`src/rtl/mixed_opcode_dispatch.sv`:
```
`default_nettype none
// +--------------------------------------------------------------------------+
// | Module      : mixed_opcode_dispatch                                      |
// | Description : Front-end command stage. Decodes raw 9-bit opcode words    |
// |               into {type, tag} and buffers legal ones in a FIFO. READ,   |
// |               WRITE, EVICT and TRIM are issued downstream. WAIT is run   |
// |               locally as a timed stall. Illegal types (5..7) are         |
// |               dropped and counted.                                       |
// | Ports       : clk, rst_n        - clock, async active-low reset          |
// |               cmd_valid/ready   - upstream handshake                     |
// |               cmd_opcode[8:0]   - raw opcode (type=[8:6], tag=[5:0])     |
// |               out_valid/ready   - downstream handshake                   |
// |               out_type[2:0]     - decoded opcode type                    |
// |               out_tag[5:0]      - decoded tag                            |
// |               busy              - FIFO non-empty or WAIT running         |
// |               err_pulse         - one-cycle pulse per illegal accept     |
// |               err_count         - saturating illegal-opcode count        |
// | Revision    : 1.0 - initial release                                      |
// +--------------------------------------------------------------------------+
module mixed_opcode_dispatch #(
  parameter int DEPTH = 4,
  parameter int ERR_W = 8
) (
  input  logic             clk,
  input  logic             rst_n,
  input  logic             cmd_valid,
  output logic             cmd_ready,
  input  logic [8:0]       cmd_opcode,
  output logic             out_valid,
  input  logic             out_ready,
  output logic [2:0]       out_type,
  output logic [5:0]       out_tag,
  output logic             busy,
  output logic             err_pulse,
  output logic [ERR_W-1:0] err_count
);

  localparam int AW = (DEPTH > 1) ? $clog2(DEPTH) : 1;
  localparam logic [AW:0] FULL_CNT = (AW+1)'(DEPTH);

  typedef enum logic [2:0] {
    OP_READ  = 3'd0,
    OP_WRITE = 3'd1,
    OP_WAIT  = 3'd2,
    OP_EVICT = 3'd3,
    OP_TRIM  = 3'd4
  } opcode_enum_t;

  typedef enum logic [1:0] {
    ST_IDLE  = 2'd0,
    ST_ISSUE = 2'd1,
    ST_WAIT  = 2'd2
  } state_t;

  logic [8:0]    mem [DEPTH];
  logic [AW-1:0] wr_ptr;
  logic [AW-1:0] rd_ptr;
  logic [AW:0]   count;
  logic [AW:0]   count_next;
  logic [5:0]    wait_cnt;
  state_t        state;
  state_t        state_next;

  logic          in_legal;
  logic          accept;
  logic          push;
  logic          pop;
  logic [2:0]    head_type;
  logic [5:0]    head_tag;
  logic          fifo_empty;
  logic          wait_running;
  logic          can_issue;
  logic          head_is_wait;
  logic          wait_load;

  assign in_legal   = (cmd_opcode[8:6] <= OP_TRIM);
  // Ready is derived from the registered count only, so a pop while full
  // never opens a push slot in the same cycle. Held low during reset.
  assign cmd_ready  = rst_n && (count != FULL_CNT);
  assign accept     = cmd_valid && cmd_ready;
  assign push       = accept && in_legal;

  assign head_type  = mem[rd_ptr][8:6];
  assign head_tag   = mem[rd_ptr][5:0];
  assign fifo_empty = (count == '0);

  // A WAIT whose counter has reached zero falls through to the head in the
  // same cycle, as does IDLE with a non-empty FIFO. This gives a WAIT with
  // tag n exactly n+1 cycles between its pop and the next emission.
  assign wait_running = (state == ST_WAIT) && (wait_cnt != 6'd0);
  assign can_issue    = !fifo_empty && !wait_running;
  assign head_is_wait = (head_type == OP_WAIT);
  assign wait_load    = can_issue && head_is_wait;
  assign pop          = can_issue && (head_is_wait || out_ready);

  assign busy = !fifo_empty || (state == ST_WAIT);

  always_comb begin
    count_next = count;
    case ({push, pop})
      2'b10:   count_next = count + 1'b1;
      2'b01:   count_next = count - 1'b1;
      default: count_next = count;
    endcase
  end

  always_comb begin
    state_next = state;
    out_valid  = 1'b0;
    out_type   = 3'd0;
    out_tag    = 6'd0;
    if (wait_running) begin
      state_next = ST_WAIT;
    end else if (can_issue) begin
      if (head_is_wait) begin
        state_next = ST_WAIT;
      end else begin
        out_valid  = 1'b1;
        out_type   = head_type;
        out_tag    = head_tag;
        state_next = (count_next != '0) ? ST_ISSUE : ST_IDLE;
      end
    end else begin
      state_next = ST_IDLE;
    end
  end

  // Payload storage carries no reset; pointers and count define validity.
  always_ff @(posedge clk) begin
    if (push) begin
      mem[wr_ptr] <= cmd_opcode;
    end
  end

  always_ff @(posedge clk or negedge rst_n) begin
    if (!rst_n) begin
      state     <= ST_IDLE;
      wr_ptr    <= '0;
      rd_ptr    <= '0;
      count     <= '0;
      wait_cnt  <= 6'd0;
      err_pulse <= 1'b0;
      err_count <= '0;
    end else begin
      state <= state_next;
      count <= count_next;
      if (push) begin
        wr_ptr <= wr_ptr + 1'b1;
      end
      if (pop) begin
        rd_ptr <= rd_ptr + 1'b1;
      end
      if (wait_load) begin
        wait_cnt <= head_tag;
      end else if (wait_running) begin
        wait_cnt <= wait_cnt - 1'b1;
      end
      err_pulse <= accept && !in_legal;
      if (accept && !in_legal && (err_count != {ERR_W{1'b1}})) begin
        err_count <= err_count + 1'b1;
      end
    end
  end

endmodule
`default_nettype wire
```
`config.mk`:
```
export PLATFORM = sky130hd
export DESIGN_NAME = mixed_opcode_dispatch
export DESIGN_NICKNAME = d
export VERILOG_FILES = /design/src/rtl/mixed_opcode_dispatch.sv
export SDC_FILE = /design/constraint.sdc
export NUM_CORES = 1
export LEC_CHECK = 0
export CORE_UTILIZATION = 55
export DETAILED_ROUTE_END_ITERATION = 7
export PLACE_DENSITY = 0.84
export RECOVER_POWER = 25
export SLEW_MARGIN = 0
export SYNTH_ARGS = -nofsm -noshare
export SYNTH_HDL_FRONTEND = slang
export SYNTH_SLANG_ARGS = --single-unit
```
`constraint.sdc`:
```
create_clock -name clk -period 7.02 [get_ports clk]
set_input_delay 2.106 -clock clk [delete_from_list [all_inputs] [get_ports clk]]
set_output_delay 2.106 -clock clk [all_outputs]
set_load 0.005 [all_outputs]
```
Word-level counts from Yosys, hierarchy flattened --
Memory sizes are Yosys's and may differ from the RTL's. Index checks and enable logic that the tools add are counted.
Storage, ports and cells: RAM bits 36, memories kept 1, output and inout port bits 21, flip-flop bits (word level) 24
Memories:
- mem | words 4, width 9, read ports 1, clocked after memory_dff 0, write ports 1, line 55 | logic [8:0] mem [DEPTH];
Cells by class: reduce and logical (&&, ||, !) cells 18, eq/ne operators 6, order comparisons 1, muxes and demuxes 18, add/subtract/negate cells 6
Operators with widths (number):
- two-way mux 6 bit | 5
- logical AND 1 bit | 9
- two-way mux 3 bit | 3
- adder 8 x 1 -> 8 bit (second input constant) | 1
- inequality test 8 bit (second input constant) | 1
- two-way mux 1 bit | 6
- two-way mux 2 bit | 3
- one-hot mux 3 bit (2 select lines) | 1
- nonzero test 6 bit | 1
- subtractor 6 x 1 -> 6 bit (second input constant) | 1
- adder 2 x 1 -> 2 bit (second input constant) | 2
- equality test 2 bit (second input constant) | 2
- adder 3 x 1 -> 3 bit (second input constant) | 1
- equality test 3 x 2 -> 1 bit (second input constant) | 1
- <= comparator 3 bit (second input constant) | 1
- zero test 1 bit | 3
- zero test 3 bit | 1
- inequality test 3 bit (second input constant) | 1
- nonzero test 3 bit | 1
- subtractor 3 x 1 -> 3 bit (second input constant) | 1
- equality test 2 x 1 -> 1 bit (second input constant) | 1
- logical OR 1 bit | 2
- nonzero test 2 bit | 1

Longest topological paths before layout --
depth in word-level cells 12, gate-level depth with buffers 12

Least setup slack after synthesis --
OpenSTA, ideal clock, no wires.
kind in2out, from input rst_n, to output cmd_ready, arrival time 2.301 ns, data required time 4.914 ns, cell stages on the path 1, slack 2.613 ns, buffers on the path 0, cells stage by stage a21boi_0
On the way: cells in the longest elaborated chain, start to end 1
RTL lines:
- from (decl) | line 25 | input logic rst_n,
- logical AND 1 bit | line 79 | assign cmd_ready = rst_n && (count != FULL_CNT);
- to (decl) | line 27 | output logic cmd_ready,
Every way passes these cells.

Final worst setup path --
from register wait_cnt[0], to output out_tag[3]
On the way: cells in the longest elaborated chain, start to end 6
RTL lines:
- from (decl) | line 60 | logic [5:0] wait_cnt;
- from (signal assigned) | line 154 | wait_cnt <= head_tag;
- from (signal assigned) | line 156 | wait_cnt <= wait_cnt - 1'b1;
- nonzero test 6 bit (*) | line 90 | assign wait_running = (state == ST_WAIT) && (wait_cnt != 6'd0);
- logical AND 1 bit (*) | line 90
- zero test 1 bit | line 91 | assign can_issue = !fifo_empty && !wait_running;
- logical AND 1 bit | line 91
- two-way mux 6 bit | line 114 | end else if (can_issue) begin
- two-way mux 6 bit (*) | line 112 | if (wait_running) begin
- to (decl) | line 32 | output logic [5:0] out_tag,
Every way passes the cells marked *; elsewhere a longest branch is shown, timed or not.

==> summary.txt <==
Placement
  • Global placement routability congestion: roughly 0.76
  • Place WS: 1.52 ns
  • Dpl cells: roughly 280
  • Final HPWL DP: around 3400 um
  • IO buf count: 33

Synth
  • Synth Warn #: 0
  • Mean Syn Cell Area: approximately 15 um2
  • Yosys reg bits: 60
  • Proportion of netlist area held by the largest area contributor: 0.395
  • Netlist cell types: 45
  • Async SR Flop Fraction: 0.400
  • Area leader, netlist: edfxtp_1
  • Post-synthesis sequential area ratio: 0.615
  • Area contributors post-synth: edfxtp_1, dfrtp_1, mux4_1
  • Cells after synthesis: ~180
  • Synthesized cell area: ~2700 um2
  • Post-synth EDFFs: 36
  • Top_reg_cell synth: edfxtp_1
  • Syn nets: around 200

STA
  • Setup ws final: just over 1 ns
  • Setup-failing EPs final: 0
  • Fin. Hold Viols: 0
  • Final Skew: roughly 0.010 ns
  • Final Cycle Share: 0.852
  • Max Freq: roughly 0.17 GHz
  • Worst Max-Slew Pin Slew: around 1.3 ns
  • Fin crit period: between 5 and 6 ns
  • Final setup TNS: 0 ns
  • Worst rel slew slack: 0.149
  • RSZ-0062 raised after global routing: false
  • Max-slew violation count: 0

Clock tree
  • Postcts setup bufs: 0
  • CTS root buffer: clkbuf_8
  • Hold_buf cts: 0
  • CTS tree: yes
  • Clock Path Buffers: 2
  • Worst-path clk slew: ~0.060 ns
  • # resized after CTS: 0
  • Worst skew pair latency: around 0.34 ns
  • Clock Sinks: 60
  • Htree depth: 3
  • CTS Buf Count: 9

Worst setup path
  • Worst r2r src: wait_cnt[0]
  • RR Endpoint: state[0]
  • CP max-delay cell: a211oi_1
  • Setup Crit Path Kind: reg2out
  • Startpoint types: flop
  • Crit end category: output pin
  • Reg2Reg Depth: 9
  • CP bufs+invs: 2
  • Worst Path Required: ~4.9 ns
  • Crit-path cells: inv_1 -> ha_1 -> or4b_1 -> a211oi_1 -> nor2b_1 -> and2_1 -> clkdlybuf4s50_1
  • Crit path DAT: approximately 3.9 ns
  • Crit path max-delay family: simple AND/OR/NAND/NOR gates
  • Worst path max stage delay: ~1.0 ns
  • Setup slack, reg-to-reg: around 3.2 ns
  • CP Max Fanout: 12

Final layout
  • Antenna Cells: 0
  • Area of the multi-input gates: between 900 and 1000 um2
  • Fillers: approximately 340
  • FF+latch area: 1680 um2
  • Final nets: 244
  • Area added between synthesis and finish: 22.4%
  • Non-Filler Instances: 295
  • Fraction of layout instances using a drive strength above 1: 0.0965

Routing
  • Overall routed net length: around 5100 um
  • Via count: ~1600
  • Remaining DRCs: 0
  • DR vias/cell: about 5.6
  • DR WL/cell: 17.3 um
  • Number of DRC markers in iteration 0: 141
  • ANT nets after route: 0
  • First-pass DRT Iterations: 4

Floorplanning
  • Die Wd: between 70 and 80 um
  • Die area: roughly 5300 um2
  • Rows: 25
  • CORE AREA: 4750 um2
  • DIE HEIGHT: roughly 73 um
  • Initial Util: 0.575
  • Num ports: 34

Global routing
  • Initial antenna violation count: 0
  • GRT Total Usage: 0.220
  • Grt ovf: 0
  • Global-route wire length before repair: roughly 8000 um
  • Largest net degree at the start of global routing: 26
  • Vias in the first global route: between 1500 and 2000

Run status
  • Run status: finished clean

Power
  • Leakage power: between 1 and 1.5 nW
  • Pwr/cell area: 417 nW/um2
  • Max IR drop VDD: roughly 0.21 mV

Job
  • Max-Cap Viols: 0

Min path
  • Cells on Worst Hold Path: 1
  • Worst hold path type: reg2reg
  • Hold wc startpoint: err_count[7]
  • Hold Path End: err_count[7]
[where the power goes]
| part | total [mW] | internal (mW) | leakage (nW) | switching (mW) |
|---|---|---|---|---|
| Clock | 0.367 | 0.233 | 0.115 | 0.134 |
| Sequential | 0.534 | 0.448 | 0.625 | 0.0860 |
| Combinational | 0.495 | 0.285 | 0.555 | 0.210 |
[state kept, by name, summed over array words and instances, names as in the netlist]
register / count
count: 3
err_count: 8
err_pulse: 1
mem: 36
rd_ptr: 2
state: 2
wait_cnt: 6
wr_ptr: 2
[metal layers]
metal  global-route usage  up-vias  share of wire
li1                     -      779              -
met1                0.275      821           0.43
met2                0.361       34           0.51
met3               0.0639       15          0.033
met4               0.0871        0          0.023
met5                    0        -              0
[Yosys cell counts, drive strengths merged (3+ instances only)]
master	instances
edfxtp	36
dfrtp	24
and2	12
mux4	9
inv	8
nand3	8
xor2	8
ha	7
and3	6
nand2	6
xnor2	6
nor2	5
o21ai	4
a21oi	3
buf	3
mux2	3
nor2b	3
nor4bb	3
[cell type report]
| class | instances | area share |
|---|---|---|
| Clock inverter | 6 | 0.0307 |
| Timing Repair Buffer | 34 | 0.0998 |
| Clock buffer | 10 | 0.0381 |
| Multi-Input combinational cell | 110 | 0.295 |
| Tap cell | 67 | 0.0250 |
| Sequential cell | 60 | 0.502 |
| Inverter | 8 | 0.00897 |
[through the flow]
stage	hold slack [ns]	instance area, um2	util	total power [mW]
after detailed placement	0.503	3130	0.659	1.04
after global placement	0.496	3130	0.659	1.02
after global routing	0.537	3350	0.704	1.47
final	0.510	3350	0.704	1.39
after floorplan	0.485	2740	-	0.838
after CTS	0.512	3360	0.707	1.42
[logic make-up after synthesis]
group                      Yosys count  synth area share
DFF                                 60             0.615
and+or+nand+nor                     55             0.127
AOI/OAI and AO/OA                   21            0.0581
xor gates and xnor gates            14            0.0448
buffers and inverters               12            0.0201
muxes                               12            0.0961
adders and majority gates            8            0.0393
[worst max-delay path by stage]
stage / start / end / slack (ns) / cells after the start
floorplan: rst_n / cmd_ready / 2.61 / 1
global placement: rst_n / cmd_ready / 1.52 / 3
detailed placement: rst_n / cmd_ready / 1.52 / 3
CTS: wait_cnt[0] / out_tag[3] / 1.46 / 7
global route: wait_cnt[0] / out_tag[3] / 0.80 / 7
finish: wait_cnt[0] / out_tag[3] / 1.04 / 7
[layout by cell type, fill, tap and decap left out, types with 3 or more instances in the layout]
cell type	count
bufinv_16	3
o21ai_0	4
and2_1	10
and3_1	6
xnor2_1	6
clkdlybuf4s50_1	27
nand2_1	6
dfrtp_1	24
xor2_1	8
nand3_1	8
inv_1	8
clkbuf_8	9
mux2_2	3
nor2b_1	3
nor4bb_1	3
dlygate4sd3_1	6
edfxtp_1	36
mux4_1	7
ha_1	7
nor2_1	5
Power figures use the tool's default switching activity.
